`config.mk`:
```
export PLATFORM = sky130hd
export DESIGN_NAME = hs32_memarb
export DESIGN_NICKNAME = d
export VERILOG_FILES = /design/src/rtl/hs32_memarb.sv
export SDC_FILE = /design/constraint.sdc
export NUM_CORES = 1
export LEC_CHECK = 0
export ABC_AREA = 1
export CAP_MARGIN = 40
export CORE_AREA = 4 4 154 156
export DETAILED_ROUTE_END_ITERATION = 8
export DIE_AREA = 0 0 158 160
export DONT_BUFFER_PORTS = 1
export PLACE_DENSITY_LB_ADDON = 0.1
export SLEW_MARGIN = 20
export SYNTH_ARGS = -nofsm -noshare
export SYNTH_HDL_FRONTEND = slang
export SYNTH_SLANG_ARGS = --single-unit
```
`constraint.sdc`:
```
create_clock -name i_clk -period 6.8 [get_ports i_clk]
set_input_delay 0.68 -clock i_clk [delete_from_list [all_inputs] [get_ports i_clk]]
set_output_delay 0.68 -clock i_clk [all_outputs]
set_load 0.01 [all_outputs]
```
`src/rtl/hs32_memarb.sv`:
```
`default_nettype none
// ============================================================================
// Module   : hs32_memarb
// Brief    : N-channel memory arbiter in front of one valid/ready memory bus.
//            Serialises one transaction at a time using fixed-priority or
//            round-robin arbitration (RR parameter).
//            Optional macro HS32_MEMARB_TIMEOUT_EN adds a ready timeout that
//            aborts the transaction and flags it on err_c.
// Revision : 1.0 - initial release
// ============================================================================
module hs32_memarb #(
    parameter int NCH     = 4,
    parameter int AW      = 32,
    parameter int DW      = 32,
    parameter int RR      = 1,
    parameter int TIMEOUT = 255
) (
    input  logic              i_clk,
    input  logic              reset,
    input  logic [NCH*AW-1:0] addr_c,
    input  logic [NCH*DW-1:0] dtw_c,
    input  logic [NCH-1:0]    rw_c,
    input  logic [NCH-1:0]    req_c,
    output logic [NCH-1:0]    rdy_c,
    output logic [DW-1:0]     dtr,
`ifdef HS32_MEMARB_TIMEOUT_EN
    output logic [NCH-1:0]    err_c,
`endif
    output logic [AW-1:0]     addr,
    output logic              rw,
    output logic [DW-1:0]     dout,
    output logic              valid,
    input  logic [DW-1:0]     din,
    input  logic              ready
);

    localparam int                c_IW      = (NCH > 1) ? $clog2(NCH) : 1;
    localparam logic [c_IW:0]     c_NCH     = (c_IW + 1)'(NCH);
    localparam logic [NCH-1:0]    c_ONE_HOT = NCH'(1);

    typedef enum logic [1:0] {
        ST_IDLE = 2'd0,
        ST_BUSY = 2'd1,
        ST_DONE = 2'd2
    } state_t;

    // Registered state and its next-state values
    state_t            r_state_q, w_state_d;
    logic [c_IW-1:0]   r_idx_q,   w_idx_d;
    logic [c_IW-1:0]   r_ptr_q,   w_ptr_d;
    logic [AW-1:0]     r_addr_q,  w_addr_d;
    logic              r_rw_q,    w_rw_d;
    logic [DW-1:0]     r_dout_q,  w_dout_d;
    logic              r_valid_q, w_valid_d;
    logic [DW-1:0]     r_dtr_q,   w_dtr_d;
    logic [NCH-1:0]    r_rdy_q,   w_rdy_d;

`ifdef HS32_MEMARB_TIMEOUT_EN
    localparam int     c_CW = (TIMEOUT < 256) ? 8 : 16;
    logic [c_CW-1:0]   r_cnt_q,   w_cnt_d;
    logic [NCH-1:0]    r_err_q,   w_err_d;
`endif

    // Arbitration signals
    logic [c_IW-1:0]   w_base;
    logic [2*NCH-1:0]  w_req_dbl;
    logic [NCH-1:0]    w_req_rot;
    logic [c_IW-1:0]   w_off;
    logic [c_IW:0]     w_sum;
    logic [c_IW-1:0]   w_win;
    logic [c_IW:0]     w_inc;
    logic [c_IW-1:0]   w_ptr_nxt;
    logic              w_any;

    // Winner search: rotate the request vector so the search base sits at
    // bit 0, take the lowest set bit, then rotate the offset back.
    always_comb begin
        w_base    = (RR != 0) ? r_ptr_q : '0;
        w_req_dbl = {req_c, req_c} >> w_base;
        w_req_rot = w_req_dbl[NCH-1:0];
        w_any     = |req_c;
        w_off     = '0;
        for (int i = NCH - 1; i >= 0; i--) begin
            if (w_req_rot[i]) begin
                w_off = c_IW'(i);
            end
        end
        w_sum = {1'b0, w_base} + {1'b0, w_off};
        if (w_sum >= c_NCH) begin
            w_sum = w_sum - c_NCH;
        end
        w_win = w_sum[c_IW-1:0];
        w_inc = {1'b0, w_win} + (c_IW + 1)'(1);
        if (w_inc == c_NCH) begin
            w_inc = '0;
        end
        w_ptr_nxt = w_inc[c_IW-1:0];
    end

    // Next-state and datapath logic for the IDLE -> BUSY -> DONE sequence
    always_comb begin
        w_state_d = r_state_q;
        w_idx_d   = r_idx_q;
        w_ptr_d   = r_ptr_q;
        w_addr_d  = r_addr_q;
        w_rw_d    = r_rw_q;
        w_dout_d  = r_dout_q;
        w_valid_d = r_valid_q;
        w_dtr_d   = r_dtr_q;
        w_rdy_d   = '0;
`ifdef HS32_MEMARB_TIMEOUT_EN
        w_cnt_d   = r_cnt_q;
        w_err_d   = '0;
`endif
        case (r_state_q)
            ST_IDLE: begin
                w_valid_d = 1'b0;
                if (w_any) begin
                    w_idx_d = w_win;
                    for (int i = 0; i < NCH; i++) begin
                        if (w_win == c_IW'(i)) begin
                            w_addr_d = addr_c[i*AW +: AW];
                            w_dout_d = dtw_c[i*DW +: DW];
                            w_rw_d   = rw_c[i];
                        end
                    end
                    if (RR != 0) begin
                        w_ptr_d = w_ptr_nxt;
                    end
                    w_valid_d = 1'b1;
                    w_state_d = ST_BUSY;
`ifdef HS32_MEMARB_TIMEOUT_EN
                    w_cnt_d   = '0;
`endif
                end
            end
            ST_BUSY: begin
                if (ready) begin
                    // Normal completion wins even on the timeout cycle
                    w_valid_d = 1'b0;
                    if (!r_rw_q) begin
                        w_dtr_d = din;
                    end
                    w_rdy_d   = c_ONE_HOT << r_idx_q;
                    w_state_d = ST_DONE;
                end
`ifdef HS32_MEMARB_TIMEOUT_EN
                else if (r_cnt_q == c_CW'(TIMEOUT - 1)) begin
                    // Abort: valid has been high for TIMEOUT cycles
                    w_valid_d = 1'b0;
                    w_rdy_d   = c_ONE_HOT << r_idx_q;
                    w_err_d   = c_ONE_HOT << r_idx_q;
                    w_state_d = ST_DONE;
                end else begin
                    w_cnt_d = r_cnt_q + c_CW'(1);
                end
`endif
            end
            ST_DONE: begin
                // Single completion cycle; no grant here so a stale req is
                // never re-served
                w_state_d = ST_IDLE;
            end
            default: begin
                w_valid_d = 1'b0;
                w_state_d = ST_IDLE;
            end
        endcase
    end

    // State register with synchronous active-low reset
    always_ff @(posedge i_clk) begin
        if (!reset) begin
            r_state_q <= ST_IDLE;
            r_idx_q   <= '0;
            r_ptr_q   <= '0;
            r_addr_q  <= '0;
            r_rw_q    <= 1'b0;
            r_dout_q  <= '0;
            r_valid_q <= 1'b0;
            r_dtr_q   <= '0;
            r_rdy_q   <= '0;
`ifdef HS32_MEMARB_TIMEOUT_EN
            r_cnt_q   <= '0;
            r_err_q   <= '0;
`endif
        end else begin
            r_state_q <= w_state_d;
            r_idx_q   <= w_idx_d;
            r_ptr_q   <= w_ptr_d;
            r_addr_q  <= w_addr_d;
            r_rw_q    <= w_rw_d;
            r_dout_q  <= w_dout_d;
            r_valid_q <= w_valid_d;
            r_dtr_q   <= w_dtr_d;
            r_rdy_q   <= w_rdy_d;
`ifdef HS32_MEMARB_TIMEOUT_EN
            r_cnt_q   <= w_cnt_d;
            r_err_q   <= w_err_d;
`endif
        end
    end

    assign rdy_c = r_rdy_q;
    assign dtr   = r_dtr_q;
    assign addr  = r_addr_q;
    assign rw    = r_rw_q;
    assign dout  = r_dout_q;
    assign valid = r_valid_q;
`ifdef HS32_MEMARB_TIMEOUT_EN
    assign err_c = r_err_q;
`endif

endmodule
`default_nettype wire

```
==> results_dict.tcl <==
set metrics [dict create \
    ir_worst_vdd_v 0.000473 \
    grt.total_usage 0.198 \
    core_area_um2 22400 \
    die_h_um 160 \
    antenna_found_initial 0 \
    setup.worst_path.class "reg -> reg" \
    layout_worst_path_cycle_share 0.555 \
    synth.lib_cells_used.distinct 23 \
    drt_iter0_markers 428 \
    grt_setup_unrepaired "false" \
    timing.final.max_slew_violations 0 \
    cts_tree "built" \
    powerDensity_nw_per_um2 649 \
    dominantRegCellSynth "sky130_fd_sc_hd__dfxtp_1" \
    clock_insertion_delay_at_the_later_pin_of_the_skew_report_ns 0.36 \
    die_width_um 158 \
    ys_warn_count 0 \
    synthCells 1215 \
    fraction_of_layout_cells_with_a_size_suffix_above_1 0.0355 \
    timing.max_cap.violations 0 \
    worst_ep_required_time_ns 7.03 \
    sink_count 108 \
    fin_ws_ns 3.03 \
    cts_max_path_buffers 2 \
    n_fill_cell 2579 \
    area_delta_synth_final_pct 4.92 \
    cts_root_buf "sky130_fd_sc_hd__clkbuf_16" \
    routed_via_density 4.93 \
    drt_first_pass_iters 5 \
    critPathMaxFanout 48 \
    count_of_input_and_output_buffers 0 \
    setup_viol 0 \
    max_slew.worst_pin.slew_ns 0.865 \
    cts_hold_buf 0 \
    slew_headroom 0.423 \
    rows 55 \
    post-cts-setup-buffers 0 \
    critical_path.endpoint_type "flip-flop" \
    final_net_count 1450 \
    tns_ns 0 \
    antenna_violating_nets_post_route 0 \
    ctsResizeCount 0 \
    grt_start_max_net_pins 101 \
    routed_wirelength_um 27000 \
    timing.hold.worst.class "in -> reg" \
    pin_count 401 \
    worst_path_most_repeated_cell "sky130_fd_sc_hd__nand2_1" \
    critical_path.cell_chain "inv_2, nand2_1, nand3_1, nand2_1, nand3_1, a21boi_0, ha_2, xnor2_1, inv_1, nand2_2, nand2_2, ha_1, inv_4, nand3_1, nand2_4, buf_4, nand2_1, nand2_1, a21oi_1" \
    hpwl_um 19000 \
    asyncSetResetFlopFracSynth 0 \
    final_hold_viol_count 0 \
    synth-edff-count 0 \
    cts.clk_slew.worst_paths_ns 0.09 \
    cts_buffers 9 \
    netlist_area_um2 6910 \
    register_area_um2 2160 \
    synth.net_count 1516 \
    grt_pass1_vias 6820 \
    max_clock_freq_ghz 0.265 \
    status "finished, final reports clean" \
    layout_min_cycle_time_ns 3.77 \
    crit_path_start_kind "flip-flop" \
    drc_errors 0 \
    timing.critical_path.max_delay_family "simple AND/OR/NAND/NOR gates" \
    synth-seq-area-share 0.313 \
    antenna_cells_inserted 0 \
    timing.critical_path.slowest_cell_delay_ns 0.51 \
    cts-htree-levels 3 \
    crit_slowest_cell "sky130_fd_sc_hd__buf_4" \
    initial_utilization 0.309 \
    detail_route.wl_per_cell_um 18.7 \
    path_buf_inv 4 \
    vias 7093 \
    gpl_wtd_cong 0.826 \
    critical_path_arrival_ns 4.01 \
    fp.dieArea_um2 25300 \
    grt.overflow.total 0 \
    worst_clock_skew_ns 0.0150 \
    grt_first_pass_wirelength_um 39200 \
    multiInputGateArea_um2 3750 \
    detailedPlace.worstSlack_ns 2.84 \
    synth-seq-cells 108 \
    avgSynthCellArea_um2 5.69 \
    cellLeakagePower_nw 3.77 \
]
## placed cells by master (no fill, tap or decap)
cell type	count
sky130_fd_sc_hd__a211oi_1	1
sky130_fd_sc_hd__a21boi_0	1
sky130_fd_sc_hd__a21oi_1	68
sky130_fd_sc_hd__buf_12	1
sky130_fd_sc_hd__buf_16	2
sky130_fd_sc_hd__buf_4	9
sky130_fd_sc_hd__clkbuf_16	9
sky130_fd_sc_hd__clkinv_4	4
sky130_fd_sc_hd__dfxtp_1	108
sky130_fd_sc_hd__ha_1	1
sky130_fd_sc_hd__ha_2	1
sky130_fd_sc_hd__inv_1	141
sky130_fd_sc_hd__inv_2	4
sky130_fd_sc_hd__inv_4	1
sky130_fd_sc_hd__inv_6	1
sky130_fd_sc_hd__inv_8	2
sky130_fd_sc_hd__nand2_1	278
sky130_fd_sc_hd__nand2_2	3
sky130_fd_sc_hd__nand2_4	1
sky130_fd_sc_hd__nand3_1	75
sky130_fd_sc_hd__nand3_4	2
sky130_fd_sc_hd__nand4_1	65
sky130_fd_sc_hd__nor2_1	336
sky130_fd_sc_hd__nor3_1	1
sky130_fd_sc_hd__nor3_2	1
sky130_fd_sc_hd__nor4_1	1
sky130_fd_sc_hd__o21a_1	1
sky130_fd_sc_hd__o21ai_0	35
sky130_fd_sc_hd__xnor2_1	1
## power breakdown
group | leakage, nW | internal (W) | switching [W]
clock network | 0.144 | 0.000259 | 0.000277
registers | 0.893 | 0.000826 | 0.000249
logic | 2.74 | 0.000943 | 0.00215
## cells in the mapped netlist (4+ instances only)
library cell / count / share of area
sky130_fd_sc_hd__a21oi_1: 68 / 0.049
sky130_fd_sc_hd__buf_2: 28 / 0.020
sky130_fd_sc_hd__buf_4: 7 / 0.0076
sky130_fd_sc_hd__buf_6: 12 / 0.020
sky130_fd_sc_hd__clkbuf_1: 41 / 0.022
sky130_fd_sc_hd__dfxtp_1: 108 / 0.31
sky130_fd_sc_hd__inv_1: 142 / 0.077
sky130_fd_sc_hd__inv_2: 4 / 0.0022
sky130_fd_sc_hd__nand2_1: 278 / 0.15
sky130_fd_sc_hd__nand2_2: 4 / 0.0036
sky130_fd_sc_hd__nand3_1: 76 / 0.055
sky130_fd_sc_hd__nand4_1: 65 / 0.059
sky130_fd_sc_hd__nor2_1: 336 / 0.18
sky130_fd_sc_hd__o21ai_0: 35 / 0.025
## per-layer routing
layer,GRT usage,routed length (um),vias up,part of all wire
li1,-,-,3621,-
met1,0.221,10500,3161,0.39
met2,0.345,13000,281,0.48
met3,0.0802,2960,30,0.11
met4,0.0539,533,0,0.020
met5,0,0,-,0
## logic make-up after synthesis
group                      synth area share
DFF                                   0.313
adders and majority gates           0.00362
and+or+nand+nor                       0.455
xor gates and xnor gates            0.00127
AOI/OAI and AO/OA                    0.0779
buffers and inverters                 0.150
## flip-flops by register name, indices dropped and copies added, names as in the netlist
name and count:
rdy_c 4, r_state_q 2, dout 32, addr 32, r_idx_q 2, dtr 32
valid 1, rw 1, r_ptr_q 2
## final cells by class
cell class / instances / area share
inverters: 146 / 0.0759
clock inverters: 7 / 0.00915
well taps: 285 / 0.0492
repair buffers: 12 / 0.0197
multi-input cells: 872 / 0.517
clock buffers: 9 / 0.0311
flip-flops and latches: 108 / 0.298
## path summary, 6_finish.rpt
path	start	to	slack, ns	cells past startpoint
worst min-delay path	din[14]	dtr[14]	0.45	2
worst min register to register	r_idx_q[0]	rdy_c[2]	0.47	1
worst max-delay path	r_ptr_q[0]	addr[10]	3.03	19
worst max register to register	r_ptr_q[0]	addr[10]	3.03	19
## through the flow
stage | std cells | hold WS [ns] | area, um2 | power, W | utilization
floorplan | 1215 | 0.413 | 6910 | 0.00350 | -
global placement | 1420 | 0.438 | 6880 | 0.00416 | 0.308
detailed placement | 1423 | 0.435 | 6960 | 0.00422 | 0.311
CTS | 1439 | 0.434 | 7250 | 0.00478 | 0.324
global route | 1439 | 0.446 | 7250 | 0.00520 | 0.324
finish | 1439 | 0.452 | 7250 | 0.00470 | 0.324
No activity file was read; power rests on OpenSTA's default activity.
